File: config.mk
export PLATFORM = sky130hd
export DESIGN_NAME = xif_core_offloader
export DESIGN_NICKNAME = d
export VERILOG_FILES = /design/src/rtl/xif_core_offloader.sv
export SDC_FILE = /design/constraint.sdc
export NUM_CORES = 1
export LEC_CHECK = 0
export CAP_MARGIN = 10
export CORE_MARGIN = 5
export CORE_UTILIZATION = 30
export CTS_BUF_LIST = sky130_fd_sc_hd__clkbuf_16
export DETAILED_ROUTE_END_ITERATION = 12
export HOLD_SLACK_MARGIN = 0.12
export PLACE_DENSITY = 0.69
export SLEW_MARGIN = 10
export SYNTH_ARGS = -nofsm -noshare
export SYNTH_HDL_FRONTEND = slang
export SYNTH_SLANG_ARGS = --single-unit
File: constraint.sdc
create_clock -name clk_i -period 3.6 [get_ports clk_i]
set_input_delay 0.36 -clock clk_i [delete_from_list [all_inputs] [get_ports clk_i]]
set_output_delay 0.36 -clock clk_i [all_outputs]
set_load 0.01 [all_outputs]
File: src/rtl/xif_core_offloader.sv
// Core-side CORE-V-XIF initiator: issues decoded instructions to a coprocessor,
// commits or kills each one, and turns matching results into register write-backs.
//
// state    | meaning
// S_IDLE   | waiting for an upstream instruction (gated by ID reuse and outstanding cap)
// S_ISSUE  | issue request held stable until the coprocessor is ready
// S_COMMIT | single-cycle commit/kill strobe for the issued ID
module xif_core_offloader #(
    parameter int X_ID_WIDTH      = 4,
    parameter int MAX_OUTSTANDING = 4,
    parameter int XLEN            = 32
) (
    input  logic                                   clk_i,
    input  logic                                   rst_ni,
    input  logic                                   instr_valid_i,
    output logic                                   instr_ready_o,
    input  logic [31:0]                            instr_i,
    input  logic [XLEN-1:0]                        rs1_i,
    input  logic [XLEN-1:0]                        rs2_i,
    input  logic                                   flush_i,
    output logic                                   issue_valid_o,
    input  logic                                   issue_ready_i,
    output logic [31:0]                            issue_instr_o,
    output logic [X_ID_WIDTH-1:0]                  issue_id_o,
    output logic [XLEN-1:0]                        issue_rs0_o,
    output logic [XLEN-1:0]                        issue_rs1_o,
    output logic [1:0]                             issue_rs_valid_o,
    input  logic                                   issue_accept_i,
    input  logic                                   issue_writeback_i,
    output logic                                   commit_valid_o,
    output logic [X_ID_WIDTH-1:0]                  commit_id_o,
    output logic                                   commit_kill_o,
    input  logic                                   result_valid_i,
    output logic                                   result_ready_o,
    input  logic [X_ID_WIDTH-1:0]                  result_id_i,
    input  logic [4:0]                             result_rd_i,
    input  logic [XLEN-1:0]                        result_data_i,
    input  logic                                   result_we_i,
    output logic                                   wb_valid_o,
    output logic [4:0]                             wb_rd_o,
    output logic [XLEN-1:0]                        wb_data_o,
    output logic                                   rejected_o,
    output logic [$clog2(MAX_OUTSTANDING+1)-1:0]   outstanding_o,
    output logic                                   error_o
);

    localparam int CW  = $clog2(MAX_OUTSTANDING + 1);
    localparam int NID = 2 ** X_ID_WIDTH;
    localparam logic [CW-1:0] MAX_CNT = CW'(MAX_OUTSTANDING);

    typedef enum logic [1:0] {
        S_IDLE   = 2'd0,
        S_ISSUE  = 2'd1,
        S_COMMIT = 2'd2
    } state_t;

    state_t                  state;
    logic [X_ID_WIDTH-1:0]   next_id;
    logic [X_ID_WIDTH-1:0]   id_q;
    logic [NID-1:0]          pending;
    logic [NID-1:0]          pending_nxt;
    logic [CW-1:0]           outstanding;
    logic                    accept_q;
    logic                    writeback_q;
    logic [31:0]             instr_q;
    logic [XLEN-1:0]         rs0_q;
    logic [XLEN-1:0]         rs1_q;

    logic in_commit;
    logic set_pend;
    logic res_hit;
    logic res_miss;

    assign in_commit = (state == S_COMMIT);
    // Flush is sampled combinationally in the commit cycle itself.
    assign set_pend  = in_commit && accept_q && writeback_q && !flush_i;
    // A result for the ID being committed this cycle sees the old bitmap, so it misses.
    assign res_hit   = result_valid_i && pending[result_id_i];
    assign res_miss  = result_valid_i && !pending[result_id_i];

    always_comb begin
        pending_nxt = pending;
        if (res_hit) begin
            pending_nxt[result_id_i] = 1'b0;
        end
        if (set_pend) begin
            pending_nxt[id_q] = 1'b1;
        end
    end

    assign instr_ready_o    = rst_ni && (state == S_IDLE) && (outstanding < MAX_CNT)
                              && !pending[next_id];
    assign issue_valid_o    = (state == S_ISSUE);
    assign issue_instr_o    = instr_q;
    assign issue_id_o       = id_q;
    assign issue_rs0_o      = rs0_q;
    assign issue_rs1_o      = rs1_q;
    assign issue_rs_valid_o = {2{issue_valid_o}};
    assign commit_valid_o   = in_commit;
    assign commit_id_o      = id_q;
    assign commit_kill_o    = in_commit && (!accept_q || flush_i);
    assign rejected_o       = in_commit && !accept_q;
    assign result_ready_o   = rst_ni;
    assign outstanding_o    = outstanding;

    always_ff @(posedge clk_i) begin
        if (!rst_ni) begin
            state       <= S_IDLE;
            next_id     <= '0;
            id_q        <= '0;
            pending     <= '0;
            outstanding <= '0;
            accept_q    <= 1'b0;
            writeback_q <= 1'b0;
            instr_q     <= '0;
            rs0_q       <= '0;
            rs1_q       <= '0;
            wb_valid_o  <= 1'b0;
            wb_rd_o     <= '0;
            wb_data_o   <= '0;
            error_o     <= 1'b0;
        end else begin
            case (state)
                S_IDLE: begin
                    if (instr_valid_i && instr_ready_o) begin
                        instr_q <= instr_i;
                        rs0_q   <= rs1_i;
                        rs1_q   <= rs2_i;
                        id_q    <= next_id;
                        state   <= S_ISSUE;
                    end
                end
                S_ISSUE: begin
                    if (issue_ready_i) begin
                        next_id     <= next_id + X_ID_WIDTH'(1);
                        accept_q    <= issue_accept_i;
                        writeback_q <= issue_writeback_i;
                        state       <= S_COMMIT;
                    end
                end
                S_COMMIT: begin
                    state <= S_IDLE;
                end
                default: begin
                    state <= S_IDLE;
                end
            endcase

            pending <= pending_nxt;
            if (set_pend && !res_hit) begin
                outstanding <= outstanding + CW'(1);
            end else if (res_hit && !set_pend) begin
                outstanding <= outstanding - CW'(1);
            end

            wb_valid_o <= res_hit && result_we_i;
            if (res_hit) begin
                wb_rd_o   <= result_rd_i;
                wb_data_o <= result_data_i;
            end
            if (res_miss) begin
                error_o <= 1'b1;
            end
        end
    end

endmodule

# After elaboration in Yosys (flattened, before gate mapping)
# Cells that the tools add are included.
# word_totals
reg_bits	166
inputBits	146
output_inout_bits	154
# op_classes
n_addsub	3
magnitude_cmp	6
eq_ne	4
mux	15
n_bitwise	3
n_reduce_logical	28
# op_table
operator	n
two-way mux 16 bit	2
AND 16 bit	1
logical AND 1 bit	16
NOT 16 bit	1
bitwise OR 16 bit	1
< comparator 4 x 5 -> 1 bit (second input constant)	3
binary-select mux 1 bit (select 4 bit)	2
demux 1 bit (select 4 bit)	2
>= comparator 4 x 1 -> 1 bit (second input constant)	2
zero test 1 bit	6
two-way mux 3 bit	2
AND reduction 2 bit	3
adder 4 x 1 -> 4 bit (second input constant)	1
two-way mux 1 bit	4
two-way mux 2 bit	2
inequality test 2 x 1 -> 1 bit (second input constant)	2
one-hot mux 2 bit (2 select lines)	1
adder 3 x 1 -> 3 bit (second input constant)	1
< comparator 3 bit (second input constant)	1
subtractor 3 x 1 -> 3 bit (second input constant)	1
equality test 2 x 1 -> 1 bit (second input constant)	1
equality test 2 bit (second input constant)	1
zero test 2 bit	1
nonzero test 2 bit	1
logical OR 1 bit	1

# Logic depth before layout (Yosys ltp)
# Gate-level depths: netlist (run 1).
# depth
depth_word	9
depth_mapped	14
ltp_nobuf	10

# Worst setup path after synthesis (run 1)
# OpenSTA, ideal clock, no wires.
# synth_path
path_type	input to register
from	input result_id_i[1]
to	register outstanding[2], in the netlist outstanding_o[2]
setup_time_ns	0.076
arrival_time_ns	2.713
setup_slack_ns	0.811
path_stages	14
n_path_buf	4
cell_sequence	buf_4 -> mux2i_1 -> a221oi_1 -> a22o_1 -> clkbuf_1 -> buf_4 -> buf_6 -> inv_1 -> ha_1 -> inv_1 -> fa_1 -> xor2_1 -> or3_1 -> a21boi_0
# synth_between
elab_chain_cells	6
word_cells_on_any_way	8
# synth_lines
item	line_no	rtl
start: declaration	35	input logic [X_ID_WIDTH-1:0] result_id_i,
binary-select mux 1 bit (select 4 bit) *	78	assign res_hit = result_valid_i && pending[result_id_i];
two-way mux 1 bit (implied by the code) *	78	
logical AND 1 bit *	78	
zero test 1 bit	150	if (set_pend && !res_hit) begin
logical AND 1 bit	150	
two-way mux 3 bit or nonzero test 2 bit (tied branches)	-	
end signal: assignment	151	outstanding <= outstanding + CW'(1);
end signal: assignment	153	outstanding <= outstanding - CW'(1);
end: declaration	62	logic [CW-1:0] outstanding;
# Mark *: on every way between the ends. The rest lies on a longest branch, timed or not. The select of a mux whose other input is x is not followed.
# A chain may end at the register's enable or synchronous reset.

# Final worst setup path (run 1)
# layout_path
from	register next_id[0]
to	output instr_ready_o
# layout_between
elab_chain_cells	4
# layout_lines
item	line_no	rtl
start: declaration	58	logic [X_ID_WIDTH-1:0] next_id;
start signal: assignment	135	next_id <= next_id + X_ID_WIDTH'(1);
binary-select mux 1 bit (select 4 bit)	92	&& !pending[next_id];
two-way mux 1 bit (implied by the code)	92	
zero test 1 bit	92	
logical AND 1 bit	92	
end: declaration	16	output logic instr_ready_o,
# No other way between the ends. The select of a mux whose other input is x is not followed.

==> results of run 1 <==
## critical path, delay by kind of cell (launching register included)
family / cells / cell delay (ns)
buf+inv: 1 / 0.58
flops: 1 / 0.65
mux: 1 / 0.58
simple gates: 4 / 0.47
## cell families (layout without fill, tap and decap cells)
family	Yosys count	in the layout	synth area share [%]
xor+xnor	5	5	0.6655
mux	51	51	8.328
buf+inv	66	345	5.267
compound gates	148	148	13.33
fa+ha+maj	3	3	0.6845
flops	166	166	50.50
simple gates	311	311	21.22
## state kept, by name (all words and copies together) (netlist names), 2 cells and up
signal,cells
commit_id_o,4
issue_instr_o,32
issue_rs0_o,32
issue_rs1_o,32
next_id,4
outstanding_o,3
pending,16
state,2
wb_data_o,32
wb_rd_o,5
## cell usage in the layout (no fill, tap or decap), types with 3 or more instances in the layout
cell type,synthesis,routed
nor2b_1,47,47
clkdlybuf4s50_1,0,298
xnor2_1,4,4
o21ai_0,90,90
mux2i_1,48,48
o221a_2,12,12
dfxtp_1,166,166
nor3_1,4,4
mux4_2,3,3
clkbuf_16,0,17
a21oi_1,5,5
nor2_1,17,17
o21ai_1,23,23
clkinv_4,0,5
a21boi_0,4,4
inv_1,7,7
a221oi_1,5,5
buf_4,19,6
and2_1,9,9
nand2b_1,8,8
nand2_1,203,203
inv_8,0,3
nand3_1,11,11
## layout make-up
class | instances | area [um^2] | area share, %
Sequential cell | 166 | 3323 | 32.29
Timing Repair Buffer | 306 | 3068 | 29.81
Multi-Input combinational cell | 518 | 2923 | 28.40
Clock buffer | 17 | 425.4 | 4.134
Tap cell | 280 | 350.3 | 3.404
Clock inverter | 15 | 175.2 | 1.702
Inverter | 7 | 26.28 | 0.2553
## power by group through the flow
| stage | Sequential [mW] | Clock, mW | Combinational [mW] |
|---|---|---|---|
| floorplan | 2.11 | 0 | 0.247 |
| global placement | 2.06 | 0 | 0.750 |
| detailed placement | 2.06 | 0 | 0.756 |
| CTS | 2.02 | 1.93 | 0.759 |
| global route | 2.04 | 2.01 | 0.809 |
| finish | 2.02 | 1.86 | 0.745 |
## stage by stage
| step | power (mW) | setup WS (ns) | hold WS (ns) | utilization, % | instance area [um^2] |
|---|---|---|---|---|---|
| 2_1_floorplan | 2.361 | 0.8115 | 0.4660 | - | 6580 |
| 4_1_cts | 4.716 | 0.5213 | 0.4467 | 47.45 | 10290 |
| 5_1_grt | 4.853 | 0.4017 | 0.4657 | 47.45 | 10290 |
| 3_5_place_dp | 2.818 | 0.3128 | 0.4411 | 44.68 | 9691 |
| 3_3_place_gp | 2.809 | 0.3530 | 0.4347 | 44.68 | 9691 |
| 6_report | 4.624 | 0.5589 | 0.4469 | 47.45 | 10290 |
## Yosys cell counts
cell type	count	share of area (%)
buf_4	19	2.2
nand4_1	2	0.19
a22o_1	2	0.27
a21boi_0	4	0.46
a31oi_1	1	0.095
and2_1	9	0.86
and4bb_2	1	0.19
a311oi_2	1	0.23
nor2_1	17	0.97
a221oi_1	5	0.67
a21oi_1	5	0.38
clkbuf_2	5	0.38
xor2_1	1	0.13
nand2b_1	8	0.76
a31o_1	1	0.13
nor3_1	4	0.30
o21a_1	2	0.23
and3_1	2	0.19
nor4b_1	1	0.13
mux2i_1	48	7.3
buf_1	1	0.057
ha_1	2	0.38
inv_1	7	0.40
buf_2	5	0.38
nand3b_1	1	0.11
nand4bb_1	1	0.17
buf_6	2	0.34
nand3_1	11	0.84
fa_1	1	0.30
nand4b_1	2	0.27
o21ai_1	23	1.7
mux4_2	3	1.0
a22oi_1	2	0.23
dfxtp_1	166	51
clkbuf_1	27	1.5
nand2_1	203	12
o221a_2	12	2.1
or3_1	2	0.19
nor2b_1	47	4.5
o21ai_0	90	6.8
xnor2_1	4	0.53
## layer usage
layer,up-vias,part of all wire (%),track usage (%)
met4,0,2.0,5.808
met1,2663,42,17.42
met3,32,11,6.862
met5,-,0,0
li1,3030,-,-
met2,226,45,22.79
## worst paths after layout
kind	slack [ns]	cells after the start	end	from
worst min-delay path	0.45	2	issue_instr_o[29]	issue_instr_o[29]
worst min register to register	0.45	2	issue_instr_o[29]	issue_instr_o[29]
worst max register to register	0.92	7	commit_id_o[2]	next_id[0]
worst max-delay path	0.56	6	instr_ready_o	next_id[0]
==> summary.md, run 1 <==
| Metric | Value |
|---|---|
| Min-Delay Path Class | `reg2reg` |
| Lkg Pwr | `3.682 nW` |
| CP required | `3.24 ns` |
| Layout cells sized above 1 | `5.442%` |
| Sequential-to-total area share from yosys stat | `50.50%` |
| YS warnings | `0` |
| NetSw | `1.184 mW` |
| Slowest CP cell | `dfxtp_1` |
| Largest net degree at the start of global routing | `97` |
| Worst-path clk slew | `0.07 ns` |
| Critical path launch point type | `flop` |
| Worst Path Arrival | `2.68 ns` |
| Buffers on Ports | `299` |
| Peak supply drop | `0.0002584 V` |
| CTS Hold Bufs | `0` |
| PwrDens | `449.3 nW/um^2` |
| CTS tree | `yes` |
| Layout Cells excl Fill | `1309` |
| Die area | `25000 um^2` |
| Starting Density | `30.34%` |
| RSZ-0062 raised after global routing | `no` |
| # diodes | `0` |
| CP max stage delay | `0.65 ns` |
| H-tree depth | `4` |
| Setup Fix Bufs, Post-CTS | `0` |
| Row cnt | `54` |
| Post-CTS resize count | `0` |
| Worst Tran Pin Value | `0.9259 ns` |
| Drt drc | `0` |
| Core area | `21690 um^2` |
| Slew margin rel. | `38.27%` |
| Max Cap Viol | `0` |
| Routed Antenna Nets | `0` |
| Drt pass-1 iters | `4` |
| Crit Path Class | `reg2out` |
| Die width | `158.1 um` |
| Syn Area/Cell | `8.773 um^2` |
| Placed Cells | `1277` |
| Count of nets after finishing | `1165` |
| Vias per cell | `4.546` |
| Gp weighted congestion | `0.8578` |
| Clock Path Buffers | `2` |
| HPWL Detailed | `13720 um` |
| Vias in the first global route | `5637` |
| Worst-path fanout max | `9` |
| Grt total ovfl | `0` |
| Tmin final | `3.041 ns` |
| Slew Viols, Final | `0` |
| Drt initial violations | `209` |
| Vias | `5951` |
| Fmax | `328.8 MHz` |
| Sequential power share | `43.7%` |
| Cells along the critical path | `mux4_2 -> nand2b_1 -> nand3_1 -> nand2_1 -> nor2_1 -> clkdlybuf4s50_1` |
| Global-route wire length before repair | `29250 um` |
| Synth unique cells | `41` |
| Routed len/inst | `14.73 um` |
| Clock Latency Late Sink | `0.42 ns` |
| Synthesis-stage register bit count | `166` |
| Clock Skews | `0.01224 ns` |
| Gr usage total | `14.60%` |
| Setup Viol. Count Final | `0` |
| Clock share of power | `40.2%` |
| CP Capture Type | `primary output` |
| Initial antenna violation count | `0` |
| Pint | `3.440 mW` |
| Logic pwr share | `16.1%` |
| Io pins | `300` |
| Synthesized Nets | `899` |
| Syn Inst Count | `750` |
| Sw frac | `25.61%` |
| # fillers | `2043` |
| CTS root buffer | `clkbuf_16` |
| Final period utilization | `84.48%` |
| Layout Area Growth over Synthesis | `56.40%` |
| Die height | `158.1 um` |
| Final hold vios | `0` |
| Routed Wire Length | `19280 um` |
| Setup TNS | `0 ns` |
| Status | `finished, final reports clean` |
| Total clock sinks | `166` |
| Total CTS buffers | `17` |
| Mapped cell area | `6580 um^2` |
No activity file was read; power rests on OpenSTA's default activity.
==> run 2: changes to the inputs <==
- clock period: 3.6 -> 2.9 ns (I/O delays scaled with it)
==> run 2 against run 1 <==
- power is 22% higher
- largest power group unchanged
- cell count is 0.69% higher
- critical endpoint unchanged
- global-route usage is 0.077 points higher
- sequential power is 24% higher
- first-iteration DRC count is 21% higher
- sequential share of layout area is 0.26 points lower
- sequential cell count stayed put
- register-to-register slack worse by 0.37 ns
==> summary.md, run 2 (synthesis gave the netlist of run 1 again) <==
| Metric | Value |
|---|---|
| Post-route cell area | `10380 um^2 (was 10290 um^2)` |
| CP required | `2.61 ns (was 3.24 ns)` |
| Sw frac | `25.80% (was 25.61%)` |
| Placement Cell Area | `9808 um^2 (was 9691 um^2)` |
| Setup Viol. Count Final | `0 (unchanged)` |
| PwrDens | `545.1 nW/um^2 (was 449.3 nW/um^2)` |
| Max Cap Viol | `0 (unchanged)` |
| RSZ-0062 raised after global routing | `no (unchanged)` |
| Io pins | `300 (unchanged)` |
| Core area | `21690 um^2 (unchanged)` |
| Clock Skews | `0.01323 ns (was 0.01224 ns)` |
| Starting Density | `30.34% (unchanged)` |
| Hold depth | `3 (was 2)` |
| Total CTS buffers | `17 (unchanged)` |
| Lkg Pwr | `3.732 nW (was 3.682 nW)` |
| Final period utilization | `91.59%` |
| Clock share of power | `38.9% (was 40.2%)` |
| Drt drc | `0 (unchanged)` |
| Tmin final | `2.656 ns` |
| H-tree depth | `4 (unchanged)` |
| Min-Delay Path Class | `in2reg (was reg2reg)` |
| Pint | `4.198 mW (was 3.440 mW)` |
| CP max stage delay | `0.56 ns (was 0.65 ns)` |
| Grt total ovfl | `0 (unchanged)` |
| Vias per cell | `4.515 (was 4.546)` |
| FF/Latch Area | `3324 um^2 (was 3323 um^2)` |
| Drt initial violations | `253 (was 209)` |
| Most frequent cells in the layout | `298 x clkdlybuf4s50_1, 203 x nand2_1, 165 x dfxtp_1 (was 298 x clkdlybuf4s50_1, 203 x nand2_1, 166 x dfxtp_1)` |
| Routed Wire Length | `19220 um (was 19280 um)` |
| Drt pass-1 iters | `4 (unchanged)` |
| Internal reg-to-reg setup slack | `0.55 ns (was 0.92 ns)` |
| Slowest CP cell | `clkdlybuf4s50_1 (was dfxtp_1)` |
| Worst-path clk slew | `0.07 ns (about the same)` |
| Die height | `158.1 um (unchanged)` |
| Die area | `25000 um^2 (unchanged)` |
| Slew Viols, Final | `0 (unchanged)` |
| Slew margin rel. | `48.79% (was 38.27%)` |
| Clock Latency Late Sink | `0.41 ns (was 0.42 ns)` |
| Most frequent standard cell in the layout excluding fill and tap cells | `clkdlybuf4s50_1 (unchanged)` |
| Layout Area Growth over Synthesis | `57.73% (was 56.40%)` |
| Peak supply drop | `0.0003142 V (was 0.0002584 V)` |
| Vias in the first global route | `5544 (was 5637)` |
| Largest net degree at the start of global routing | `179 (was 97)` |
| Routed len/inst | `14.59 um (was 14.73 um)` |
| Global-route wire length before repair | `29230 um (was 29250 um)` |
| Fmax | `376.5 MHz` |
| Clock Path Buffers | `2 (unchanged)` |
| Vias | `5951 (unchanged)` |
| Status | `finished, final reports clean (unchanged)` |
| Buffers on Ports | `299 (unchanged)` |
| Min Hold Slack | `0.4131 ns (was 0.4469 ns)` |
| Initial antenna violation count | `0 (unchanged)` |
| Die width | `158.1 um (unchanged)` |
| Logic pwr share | `16.8% (was 16.1%)` |
| CTS Hold Bufs | `0 (unchanged)` |
| Area of the multi-input gates | `2923 um^2 (unchanged)` |
| Layout cells sized above 1 | `6.358% (was 5.442%)` |
| Worst Tran Pin Value | `0.7681 ns (was 0.9259 ns)` |
| Routed Antenna Nets | `0 (unchanged)` |
| CTS root buffer | `clkbuf_16 (unchanged)` |
| Total clock sinks | `166 (unchanged)` |
| # fillers | `2040 (was 2043)` |
| Critical path launch point type | `flop (unchanged)` |
| Design Power | `5.658 mW (was 4.624 mW)` |
| CTS tree | `yes (unchanged)` |
| # diodes | `0 (unchanged)` |
| Gp weighted congestion | `0.8696 (was 0.8578)` |
| Cells along the critical path | `mux4_2 -> nand2b_1 -> nand3_1 -> nand2_1 -> nor2_1 -> clkdlybuf4s50_1 (unchanged)` |
| CP Capture Type | `primary output (unchanged)` |
| Row cnt | `54 (unchanged)` |
| Final hold vios | `0 (unchanged)` |
| NetSw | `1.460 mW (was 1.184 mW)` |
| Worst Path Arrival | `2.37 ns (was 2.68 ns)` |
| Sequential power share | `44.3% (was 43.7%)` |
| Gr usage total | `14.67% (was 14.60%)` |
| Worst-path fanout max | `5 (was 9)` |
| HPWL Detailed | `13890 um (was 13720 um)` |
| Count of nets after finishing | `1174 (was 1165)` |
| Reg2reg path depth | `6 (was 7)` |
| Crit Path Class | `reg2out (unchanged)` |
[run 2: cell types whose count changed in the layout (fill, tap and decap cells not counted), sizes merged]
cell,previous run,this run
buf,8,17
inv,11,14
clkinv,9,7
bufinv,2,1
[run 2: layout make-up]
class,instances,area share (%)
tap,280,3.376
clock buffer,17,4.099
multi-input combinational,518,28.16
clock inverter,15,1.386
sequential,166,32.03
timing repair buffer,315,30.69
inverter,7,0.2532
[run 2: path summary, 6_finish.rpt]
| path | start | endpoint |
|---|---|---|
| worst max register to register | next_id[0] | issue_instr_o[15] |
| worst max-delay path | next_id[0] | instr_ready_o |
| worst min-delay path | instr_i[24] | issue_instr_o[24] |
| worst min register to register | issue_instr_o[24] | issue_instr_o[24] |
[run 2: routing by layer]
layer	part of all wire [%]	routed length (um)	global-route usage, %
met3	12	2352	7.928
met2	46	8933	23.43
met1	40	7770	17.31
met5	0	0	0
met4	0.87	167	3.737
[run 2: through the flow]
| stage | setup WS, ns | util (%) | std cells | setup TNS, ns |
|---|---|---|---|---|
| after global placement | 0.0002476 | 45.22 | 1286 | 0 |
| after global routing | 0.006259 | 47.85 | 1318 | 0 |
| after detailed placement | -0.1044 | 45.22 | 1286 | -0.1044 |
| final | 0.2440 | 47.85 | 1318 | 0 |
| after CTS | 0.09392 | 47.85 | 1318 | 0 |
| after floorplan | 0.1815 | - | 750 | 0 |
[run 2: repair_timing]
item	4_1_cts	5_1_grt
gates resized for setup	0	1
setup buffers	0	0
setup endpoints to repair	0	1
[run 2: power by group through the flow]
stage / Sequential [mW] / Clock [mW] / Combinational (mW)
after global placement: 2.55 / 0 / 0.954
after detailed placement: 2.56 / 0 / 0.962
after global routing: 2.53 / 2.39 / 1.03
after CTS: 2.51 / 2.28 / 0.965
after floorplan: 2.62 / 0 / 0.307
final: 2.51 / 2.20 / 0.949
[run 2: critical path, delay by kind of cell, from the launching register on]
| kind | cells | cell delay, ns |
|---|---|---|
| buf+inv | 1 | 0.56 |
| mux | 1 | 0.53 |
| simple gates | 4 | 0.46 |
| flops | 1 | 0.41 |
==> run 3: changes to the inputs <==
- GPL_TIMING_DRIVEN: unset -> 0
==> run 3 against run 2 <==
- sequential share of layout area is 0.73 points lower
- combinational power is 5% higher
- maximum frequency is 3.7% lower
- via count is 5.7% higher
- register-to-register slack worse by 0.38 ns
- utilization is 1.1 points higher
- worst hold slack worse by 0.0088 ns
- non-clock buffer count is 50 higher
- critical path type is now in2reg
- largest cell class is now buffers
==> summary.md, run 3 (synthesis gave the netlist of run 1 again) <==
| Metric | Value |
|---|---|
| Worst-path clk slew | `0.07 ns (about the same)` |
| Routed Wire Length | `22220 um (was 19220 um)` |
| Clock share of power | `39.0% (was 38.9%)` |
| Starting Density | `30.34% (unchanged)` |
| # fillers | `2044 (was 2040)` |
| Count of nets after finishing | `1224 (was 1174)` |
| Setup Viol. Count Final | `0 (unchanged)` |
| Hold Path Sink | `issue_instr_o[25] (was issue_instr_o[24])` |
| Clock Skews | `0.01060 ns (was 0.01323 ns)` |
| Gr usage total | `17.17% (was 14.67%)` |
| CP Capture Type | `flop (was primary output)` |
| Critical path launch point type | `input pin (was flop)` |
| Internal reg-to-reg setup slack | `0.17 ns (was 0.55 ns)` |
| NetSw | `1.541 mW (was 1.460 mW)` |
| H-tree depth | `4 (unchanged)` |
| Post-route cell area | `10630 um^2 (was 10380 um^2)` |
| Logic pwr share | `17.4% (was 16.8%)` |
| Layout Cells excl Fill | `1368 (was 1318)` |
| Most frequent standard cell in the layout excluding fill and tap cells | `clkdlybuf4s50_1 (unchanged)` |
| Total clock sinks | `166 (unchanged)` |
| Crit. Startpoint | `result_id_i[1] (was next_id[0])` |
| Die area | `25000 um^2 (unchanged)` |
| Placed Cells | `1328 (was 1286)` |
| CTS root buffer | `clkbuf_16 (unchanged)` |
| PwrDens | `541.5 nW/um^2 (was 545.1 nW/um^2)` |
| Initial antenna violation count | `0 (unchanged)` |
| Core area | `21690 um^2 (unchanged)` |
| Worst Path Arrival | `3.10 ns (was 2.37 ns)` |
| Layout cells sized above 1 | `9.099% (was 6.358%)` |
| Total CTS buffers | `17 (unchanged)` |
| Peak supply drop | `0.0003577 V (was 0.0003142 V)` |
| Min-Delay Path Class | `in2reg (unchanged)` |
| Buffers on Ports | `298 (was 299)` |
| FF-to-FF Start | `pending[2] (was next_id[0])` |
| Placement Cell Area | `9913 um^2 (was 9808 um^2)` |
| Final period utilization | `95.06% (was 91.59%)` |
| Worst-path fanout max | `10 (was 5)` |
| Drt initial violations | `320 (was 253)` |
| Setup TNS | `0 ns (unchanged)` |
| CTS tree | `yes (unchanged)` |
| Die width | `158.1 um (unchanged)` |
| Status | `finished, final reports clean (unchanged)` |
| Fmax | `362.8 MHz (was 376.5 MHz)` |
| Sequential power share | `43.6% (was 44.3%)` |
| Drt drc | `0 (unchanged)` |
| Sw frac | `26.78% (was 25.80%)` |
| Routed len/inst | `16.24 um (was 14.59 um)` |
| Row cnt | `54 (unchanged)` |
| Worst Tran Pin Value | `0.6994 ns (was 0.7681 ns)` |
| # diodes | `0 (unchanged)` |
| Reg2reg path depth | `13 (was 6)` |
| Clock Latency Late Sink | `0.42 ns (was 0.41 ns)` |
| Vias per cell | `4.597 (was 4.515)` |
| Vias in the first global route | `6199 (was 5544)` |
| Most frequent cells in the layout | `295 x clkdlybuf4s50_1, 203 x nand2_1, 164 x dfxtp_1 (was 298 x clkdlybuf4s50_1, 203 x nand2_1, 165 x dfxtp_1)` |
| Layout Area Growth over Synthesis | `61.49% (was 57.73%)` |
| Place WS | `-0.8384 ns (was -0.1044 ns)` |
| HPWL Detailed | `16630 um (was 13890 um)` |
| Lkg Pwr | `3.859 nW (was 3.732 nW)` |
| Gp weighted congestion | `0.8498 (was 0.8696)` |
| Grt total ovfl | `0 (unchanged)` |
| Die height | `158.1 um (unchanged)` |
| Global-route wire length before repair | `33710 um (was 29230 um)` |
| Drt pass-1 iters | `5 (was 4)` |
| Io pins | `300 (unchanged)` |
| CTS Hold Bufs | `0 (unchanged)` |
| Slew margin rel. | `53.37% (was 48.79%)` |
| Tmin final | `2.757 ns (was 2.656 ns)` |
| RSZ-0062 raised after global routing | `no (unchanged)` |
| CP required | `3.25 ns (was 2.61 ns)` |
| Routed Antenna Nets | `0 (unchanged)` |
| Hold Crit Start | `instr_i[25] (was instr_i[24])` |
| Hold depth | `3 (unchanged)` |
| Post-layout util | `49.00% (was 47.85%)` |
| Pint | `4.213 mW (was 4.198 mW)` |
| R2r endpoint | `outstanding_o[2] (was issue_instr_o[15])` |
| Slew Viols, Final | `0 (unchanged)` |
| Max Cap Viol | `0 (unchanged)` |
| Setup WS post-layout | `0.1433 ns (was 0.2440 ns)` |
| Largest net degree at the start of global routing | `17 (was 179)` |
| Final hold vios | `0 (unchanged)` |
| Clock Path Buffers | `2 (unchanged)` |
| Vias | `6289 (was 5951)` |
| Crit Path Class | `in2reg (was reg2out)` |
[run 3: metrics by stage]
step	hold WS, ns	total power [mW]
after floorplan	0.3986	2.931
after global routing	0.3995	6.017
after detailed placement	0.4416	3.557
after CTS	0.3858	5.832
after global placement	0.4348	3.546
final	0.4044	5.754
[run 3: worst max path at each step]
stage | to | cells after the start | slack (ns)
detailed placement | outstanding_o[2] | 14 | -0.84
global route | instr_ready_o | 7 | 0.003
CTS | outstanding_o[2] | 13 | 0.03
global placement | outstanding_o[2] | 14 | -0.82
floorplan | outstanding_o[2] | 14 | 0.18
finish | outstanding_o[2] | 15 | 0.14
[run 3: cell type report]
cell class	count	area (um^2)	area share [%]
plain buffers	59	330.3	3.108
clock buffers	17	425.4	4.003
clock inverters	15	143.9	1.354
inverters	7	26.28	0.2473
multi-input cells	518	2983	28.07
flip-flops and latches	166	3326	31.30
well taps	280	350.3	3.297
repair buffers	306	3042	28.62
[run 3: metal layers]
layer	GRT usage [%]	routed length, um	vias to the layer above
met5	0	0	-
met4	4.915	361	0
met3	7.873	2427	27
met2	28.42	10440	244
met1	20.05	8989	2869
li1	-	-	3149
[run 3: power by group through the flow]
stage / combinational [mW] / clock (mW) / sequential (mW)
2_1_floorplan: 0.307 / 0 / 2.62
3_3_place_gp: 0.992 / 0 / 2.55
3_5_place_dp: 0.998 / 0 / 2.56
4_1_cts: 1.02 / 2.31 / 2.51
5_1_grt: 1.09 / 2.40 / 2.53
6_report: 1.00 / 2.24 / 2.51
[run 3: worst max-delay path: stages]
cell	delay (ns)
clkdlybuf4s15_2	0.26
buf_6	0.18
mux2i_2	0.30
a221oi_4	0.11
a22o_1	0.26
clkbuf_1	0.13
buf_6	0.14
buf_6	0.15
inv_1	0.07
ha_1	0.17
inv_1	0.06
fa_1	0.37
xor2_1	0.16
or3_1	0.30
a21boi_0	0.15
[run 3: what timing repair did]
item | CTS | global route
pin swaps | 1 | 2
resized for setup | 21 | 6
buffers inserted | 4 | 4
setup endpoints to repair | 3 | 7
